===== src/rtl/pp_pkg.sv =====
// Shared types and column-geometry helpers for the partial-product serializer.
// The geometry functions take the operand width so one package serves any W.
package pp_pkg;

  localparam int W_DEFAULT = 8;
  localparam int NCOL      = 2 * W_DEFAULT - 1;

  typedef enum logic [1:0] {
    IDLE  = 2'd0,
    SHIFT = 2'd1,
    DONE  = 2'd2
  } state_t;

  // Number of partial products landing in column k: min(k+1, 2w-1-k).
  function automatic int col_height(input int k, input int w);
    int lo;
    int hi;
    lo = k + 1;
    hi = 2 * w - 1 - k;
    return (lo < hi) ? lo : hi;
  endfunction

  // Smallest multiplicand bit index i that contributes to column k.
  function automatic int col_base(input int k, input int w);
    return (k - w + 1 > 0) ? (k - w + 1) : 0;
  endfunction

endpackage


===== src/rtl/pp_column_mux.sv =====
// One serial column source: selects a_q[i] & b_q[j] for the pair due this SHIFT cycle.
// Short columns are right-aligned in time so every column completes on the last SHIFT cycle.
module pp_column_mux
  import pp_pkg::*;
#(
  parameter int W  = 8,
  parameter int K  = 0,
  parameter int CW = 3
) (
  input  logic          en,
  input  logic [W-1:0]  a_q,
  input  logic [W-1:0]  b_q,
  input  logic [CW-1:0] cnt,
  output logic          ser_bit
);

  localparam int H    = col_height(K, W);
  localparam int BASE = col_base(K, W);
  localparam int OFF  = W - H;

  logic [H-1:0] hits;

  // Pair p is emitted when cnt == OFF + p; earlier cycles shift leading zeros.
  for (genvar p = 0; p < H; p++) begin : g_pair
    assign hits[p] = a_q[BASE + p] & b_q[K - BASE - p] & (cnt == CW'(OFF + p));
  end

  assign ser_bit = en & (|hits);

endmodule


===== src/rtl/pp_serializer.sv =====
// Operand-pair to column-serial partial-product feeder for the multiplier compressor.
// Handshake: a pair transfers on a rising clk edge where in_valid && in_ready are both high.
module pp_serializer
  import pp_pkg::*;
#(
  parameter int W = W_DEFAULT
) (
  input  logic           clk,
  input  logic           rst,
  input  logic           in_valid,
  output logic           in_ready,
  input  logic [W-1:0]   a,
  input  logic [W-1:0]   b,
  output logic [2*W-2:0] ser,
  output logic           busy,
  output logic           done,
  output logic [1:0]     state_dbg
);

  localparam int NC = 2 * W - 1;
  localparam int CW = (W > 1) ? $clog2(W) : 1;

  state_t        state;
  state_t        state_nx;
  logic [CW-1:0] cnt;
  logic [CW-1:0] cnt_nx;
  logic [W-1:0]  a_q;
  logic [W-1:0]  b_q;
  logic [W-1:0]  a_nx;
  logic [W-1:0]  b_nx;

  always_ff @(posedge clk) begin
    if (rst) begin
      state <= IDLE;
      cnt   <= '0;
      a_q   <= '0;
      b_q   <= '0;
    end else begin
      state <= state_nx;
      cnt   <= cnt_nx;
      a_q   <= a_nx;
      b_q   <= b_nx;
    end
  end

  always_comb begin
    state_nx = state;
    cnt_nx   = cnt;
    a_nx     = a_q;
    b_nx     = b_q;
    case (state)
      IDLE: begin
        if (in_valid) begin
          a_nx     = a;
          b_nx     = b;
          cnt_nx   = '0;
          state_nx = SHIFT;
        end
      end
      SHIFT: begin
        cnt_nx = cnt + 1'b1;
        if (cnt == CW'(W - 1)) begin
          state_nx = DONE;
        end
      end
      DONE: begin
        state_nx = IDLE;
      end
      default: begin
        state_nx = IDLE;
      end
    endcase
  end

  // in_ready is forced low during reset so no pair is lost to the reset edge.
  assign in_ready  = (state == IDLE) && !rst;
  assign busy      = (state == SHIFT);
  assign done      = (state == DONE);
  assign state_dbg = state;

  for (genvar k = 0; k < NC; k++) begin : g_col
    pp_column_mux #(
      .W (W),
      .K (k),
      .CW(CW)
    ) u_col (
      .en     (busy),
      .a_q    (a_q),
      .b_q    (b_q),
      .cnt    (cnt),
      .ser_bit(ser[k])
    );
  end

endmodule

===== config.mk =====
export PLATFORM = sky130hd
export DESIGN_NAME = pp_serializer
export DESIGN_NICKNAME = d
export VERILOG_FILES = /design/src/rtl/pp_pkg.sv /design/src/rtl/pp_column_mux.sv /design/src/rtl/pp_serializer.sv
export SDC_FILE = /design/constraint.sdc
export NUM_CORES = 1
export LEC_CHECK = 0
export BUFFER_PORTS_ARGS = -buffer_cell sky130_fd_sc_hd__buf_2
export CORE_ASPECT_RATIO = 1.5
export CORE_MARGIN = 2
export CORE_UTILIZATION = 54
export CTS_BUF_LIST = sky130_fd_sc_hd__clkbuf_4 sky130_fd_sc_hd__clkbuf_8
export CTS_CLUSTER_DIAMETER = 50
export DETAILED_ROUTE_END_ITERATION = 6
export PLACE_DENSITY = 0.87
export SETUP_SLACK_MARGIN = 0.3
export SLEW_MARGIN = 20
export SYNTH_ARGS = -nofsm -noshare
export SYNTH_HDL_FRONTEND = slang
export SYNTH_SLANG_ARGS = --single-unit
export TNS_END_PERCENT = 100

===== constraint.sdc =====
create_clock -name clk -period 2.1 [get_ports clk]
set_input_delay 0.21 -clock clk [delete_from_list [all_inputs] [get_ports clk]]
set_output_delay 0.21 -clock clk [all_outputs]
set_load 0.02 [all_outputs]

# --- Word-level counts from Yosys, hierarchy flattened ---
# Index checks and enable logic that the tools add are counted.
# Widths: inputs -> output; s select.
op_classes:
  n_addsub: 1
  eq_ne: 11
  muxes: 5
  bitwise_logic: 143
  n_reduce_logical: 21
ops:
  columns: ["op", "count"]
  rows:
  - ["$and 1x1->1", 143]
  - ["$reduce_or 7->1", 2]
  - ["$eq 3x3->1 const B", 4]
  - ["$reduce_or 6->1", 2]
  - ["$reduce_or 5->1", 2]
  - ["$reduce_or 4->1", 2]
  - ["$reduce_or 8->1", 1]
  - ["$eq 3x2->1 const B", 2]
  - ["$pmux 3 s2", 1]
  - ["$reduce_and 2->1", 3]
  - ["$reduce_or 3->1", 2]
  - ["$mux 2", 2]
  - ["$ne 2x2->1 const B", 2]
  - ["$pmux 2 s2", 1]
  - ["$reduce_or 2->1", 2]
  - ["$add 3x1->3 const B", 1]
  - ["$eq 3x1->1 const B", 1]
  - ["$logic_not 3->1", 1]
  - ["$mux 3", 1]
  - ["$eq 2x1->1 const B", 1]
  - ["$eq 2x2->1 const B", 1]
  - ["$logic_not 2->1", 1]
  - ["$reduce_bool 2->1", 1]
  - ["$logic_and 1x1->1", 1]
  - ["$logic_not 1->1", 1]
word_totals:
  regBits: 21
  inputBits: 19
  out_inout_bits: 20
  word_cells: 185

# --- Depth between registers and ports, before layout ---
depth:
  ltp_word: 4
  ltp_mapped: 7

# --- Cells and area by module ---
# A second synthesis with hierarchy kept.
unflattened:
  cells_unflattened: 224
  area_unflattened_um2: 1755.4
by_module_without_submodules:
  columns: ["mod", "instances", "cells_per_inst", "area_each_um2"]
  rows:
  - ["pp_serializer", 1, 95, 984.7]
  - ["pp_column_mux (g_col[6].u_col ...)", 2, 14, 85.1]
  - ["pp_column_mux (g_col[5].u_col ...)", 2, 13, 77.6]
  - ["pp_column_mux (g_col[10].u_col ...)", 2, 10, 63.8]
  - ["pp_column_mux (g_col[7].u_col)", 1, 17, 100.1]
  - ["pp_column_mux (g_col[11].u_col ...)", 2, 7, 41.3]
  - ["pp_column_mux (g_col[12].u_col ...)", 2, 5, 31.3]
  - ["pp_column_mux (g_col[13].u_col ...)", 2, 4, 22.5]
  - ["pp_column_mux (g_col[0].u_col ...)", 2, 3, 13.8]

# --- Worst setup path before layout ---
# No wires, ideal clock.
synth_path:
  path_kind: "flip-flop to output port"
  start: "reg cnt[0]"
  end: "out ser[7]"
  t_arrival_ps: 1653
  path_slack_ps: 237
  path_stages_with_launch: 8
  n_path_buf: 2
  path_cell_list: "dfxtp_1 -> ha_1 -> ha_1 -> and2_1 -> clkbuf_2 -> a2111oi_2 -> a31oi_1 -> buf_4"
synth_between:
  elab_chain_cells: 4
  elab_cells_between_ends: 18
  classes_between: "eq/ne: 7; bitwise: 9; reduce/logical: 2"
synth_lines:
  columns: ["item", "line_no", "source"]
  rows:
  - ["start: declaration", "pp_serializer.sv:25", "logic [CW-1:0] cnt;"]
  - ["start signal: assignment", "pp_serializer.sv:40", "cnt <= cnt_nx;"]
  - ["$eq 3x1->1 (tied with other cells)", "pp_column_mux.sv:25", "assign hits[p] = a_q[BASE + p] & b_q[K - BASE - p] & (cnt == CW'(OFF + p));"]
  - ["$and 1x1->1", "pp_column_mux.sv:25", null]
  - ["$reduce_or 8->1 (*)", "pp_column_mux.sv:28", "assign ser_bit = en & (|hits);"]
  - ["$and 1x1->1 (*)", "pp_column_mux.sv:28", null]
  - ["end: declaration", "pp_serializer.sv:14", "output logic [2*W-2:0] ser,"]
# Every way passes the cells marked *; elsewhere a longest branch is shown, timed or not.

# --- Worst setup path in the final report ---
# Same ends and word-level chain as after synthesis.

==> impl_metrics.csv <==
group,metric,value,unit
logic_synthesis,ys_seq_area_share,28.2,%
finish,fin_cells,248,
logic_synthesis,synth_area_leaders,"dfxtp_1 28%, nand2_1 9.6%, a21oi_1 7.7%, buf_4 7.6%, a22oi_1 7.1%",
placed_design,place.gp.congestion,0.949,
critical_path,start_kind,"register",
global_route,grt_pass1_wl,5840,um
clock_network,clkLatencyLatePin,0.26,ns
critical_path,r2r_setup_slack,0.67,ns
pwr,power_density,482,nW/um2
logic_synthesis,yosys.area.top_type,"dfxtp_1",
floorplanning,boundaryPins,39,
pwr,power,0.000845,W
drt,drt_pass1_iterations,7,
pwr,pwr-share-comb,13.6,%
clock_network,clk_pin_slew,0.08,ns
sta,slew-limit-headroom,60.4,%
critical_path,r2r-end,"cnt[2]$_SDFFE_PP0P_",
logic_synthesis,synthCells,197,
drt,vias_per_cell,5.85,
placed_design,port_buffers,38,
critical_path,r2r.worst_path.cells,3,
sta,period_minus_slack,1.92,ns
placed_design,placedInstanceArea,1560,um2
worst_hold_path,hold_class,"primary input to register",
clock_network,postCtsHoldBufs,0,
critical_path,slowest_delay,0.37,ns
critical_path,cp-end-kind,"output port",
finish,regArea,432,um2
status,status,"complete, no violations",
drt,wl,3620,um
drt,num_vias,1452,
critical_path,critPathKind,"register to output port",
placed_design,dp.final_hpwl,2550,um
global_route,overflow,0,
sta,hold_violations,0,
sta,slew_violations,0,
critical_path,startpoint,"cnt[0]$_SDFFE_PP0P_",
clock_network,clockBufferDepth,2,
pwr,power.share.sequential,54.9,%
clock_network,cts_htree_levels,1,
logic_synthesis,yosysWarnings,0,
global_route,grt_pass1_vias,1293,
critical_path,crit_required,1.89,ns
global_route,antenna_found_initial,0,
global_route,grt_max_degree,23,
clock_network,cts_sinks,21,
clock_network,numCtsBuffers,3,
critical_path,path_cells,"ha_4 > ha_4 > and2_4 > a2111oi_4 > a31oi_1 > buf_2",
clock_network,cts_tree,"built",
sta,finalCritPeriodShare,91.2,%
critical_path,cpMostUsedCell,"ha_4",
placed_design,placed_cells,240,
finish,area_delta_synth_final,17.7,%
sta,fmax,522,MHz
floorplanning,core.rowCount,23,
floorplanning,dieHeight,68.3,um
logic_synthesis,avgSynthCellArea,7.56,um2
sta,rsz0062_at_grt,"yes",
logic_synthesis,synth_area,1490,um2
critical_path,worstSetupEndpoint,"ser[7]",
finish,multiInputGateArea,951,um2
pwr,vdd_drop_max,0.000539,V
finish,num_antenna_cells,0,
finish,finish.net_count,238,
pwr,p_sw_share,28.8,%
floorplanning,core,2650,um2
pwr,power_leakage,0.699,nW
sta,fin_skew,0.00292,ns
drt,drt_iter0_markers,62,
critical_path,slowest_stage,"dfxtp_4",
drt,antenna_left,0,
logic_synthesis,synth_top_area_share,28.2,%
sta,whs,0.178,ns
worst_hold_path,worstHoldPathCells,3,
logic_synthesis,synth.net_count,223,
drt,wl_per_cell,14.6,um
finish,fillers,241,
critical_path,worstPathArrival,1.71,ns
pwr,p_int,0.000601,W
drt,drc_errors,0,
floorplanning,start_util,56.3,%
pwr,clock_power_share,31.5,%
sta,worst_slew_pin_slew,0.594,ns
sta,fin_setup_tns,0,ns
finish,drive_above_1_share,35.5,%
run,drv_cap,0,
sta,setup_violations,0,
critical_path,cp_max_fo,6,
finish,design_area,1750,um2
pwr,power.switching,0.000244,W
floorplanning,die_w,46.9,um
critical_path,reg2reg_from,"state_dbg[1]$_SDFFE_PP0P_",
clock_network,cts-root-buf,"clkbuf_8",
logic_synthesis,ys_ff_latch,21,
logic_synthesis,ys_types,29,
floorplanning,dieArea,3200,um2
global_route,groute.usage.overall,24.9,%
[through the flow]
stage          setup WS, ns  utilization [%]
2_1_floorplan         0.312                -
3_3_place_gp          0.280             58.7
3_5_place_dp          0.229             58.7
4_1_cts               0.195             65.3
5_1_grt               0.124             66.3
6_report              0.184             66.3
[worst min-delay path by stage]
| stage | to | from | slack [ns] |
|---|---|---|---|
| global route | a_q[6]$_SDFFE_PP0P_ | a[6] | 0.17 |
| finish | a_q[0]$_SDFFE_PP0P_ | a[0] | 0.18 |
| global placement | a_q[5]$_SDFFE_PP0P_ | a[5] | 0.45 |
| CTS | a_q[6]$_SDFFE_PP0P_ | a[6] | 0.17 |
| floorplan | state_dbg[1]$_SDFFE_PP0P_ | rst | 0.29 |
| detailed placement | a_q[6]$_SDFFE_PP0P_ | a[6] | 0.46 |
[critical path, delay by kind of cell (launching register included)]
family                   cells  cell delay (ns)
AO/OA/AOI/OAI                2             0.40
adder cells (fa/ha/maj)      2             0.33
buffers and inverters        1             0.17
flip-flops                   1             0.37
AND/OR/NAND/NOR              1             0.17
[flip-flops by register name (all words and copies together) (netlist names)]
register / cells
b_q: 8
cnt: 3
a_q: 8
state_dbg: 2
[cell usage after synthesis]
master / number
nand2_1: 38
a21oi_1: 23
dfxtp_1: 21
buf_4: 15
a22oi_1: 14
a31oi_1: 11
and3_1: 11
clkbuf_1: 11
ha_1: 7
a32oi_1: 6
buf_2: 6
and4b_1: 4
inv_1: 4
nor2_1: 4
and4_1: 3
and2_1: 2
buf_6: 2
nand3_1: 2
nor2b_1: 2
nor3b_1: 2
a2111oi_2: 1
a211oi_1: 1
a221oi_1: 1
clkbuf_2: 1
nand2b_1: 1
nor3_1: 1
nor3b_2: 1
o21a_1: 1
or3b_1: 1
[what timing repair did]
item / 4_1_cts / 5_1_grt
setup endpoints to repair: 15 / 15
pin swaps: 9 / 2
setup buffers: 4 / 0
resized for setup: 31 / 8
cloned: 0 / 0
[power by group through the flow]
stage	registers, W	logic, W	clock network [W]
detailed placement	0.000469	0.000109	0
global placement	0.000468	0.000108	0
finish	0.000464	0.000115	0.000266
floorplan	0.000444	0.0000951	0
CTS	0.000461	0.000113	0.000273
global route	0.000468	0.000129	0.000290
[layout by cell type, fill, tap and decap left out, drive strengths merged]
cell type,Yosys,layout
a2111oi,1,1
a211oi,1,1
a21oi,23,23
a221oi,1,1
a22oi,14,14
a31oi,11,11
a32oi,6,6
and2,2,2
and3,11,11
and4,3,3
and4b,4,4
buf,23,45
clkbuf,12,3
clkinvlp,0,1
dfxtp,21,21
ha,7,7
inv,4,4
nand2,38,38
nand2b,1,1
nand3,2,2
nor2,4,4
nor2b,2,2
nor3,1,1
nor3b,3,3
o21a,1,1
or3b,1,1
[cell families (layout without fill, tap and decap cells)]
logic type	count (synthesis)	in the layout	share of synthesized area, %
buffers and inverters	39	53	15.2
adder cells (fa/ha/maj)	7	7	5.88
AND/OR/NAND/NOR	72	72	25.2
flip-flops	21	21	28.2
AO/OA/AOI/OAI	58	58	25.5
[layer usage]
layer  part of all wire, %  global-route usage (%)
met3                   5.2                    2.64
met5                     0                       0
met1                    40                    30.9
met2                    52                    40.6
met4                   2.6                    13.9
[layout make-up]
class / instances / share of cell area, %
timing repair buffer: 45 / 14.9
sequential: 21 / 24.6
clock buffer: 3 / 2.35
clock inverter: 1 / 0.428
inverter: 4 / 0.856
multi-input combinational: 137 / 54.2
tap: 37 / 2.64
(Power assumes the default switching activity.)
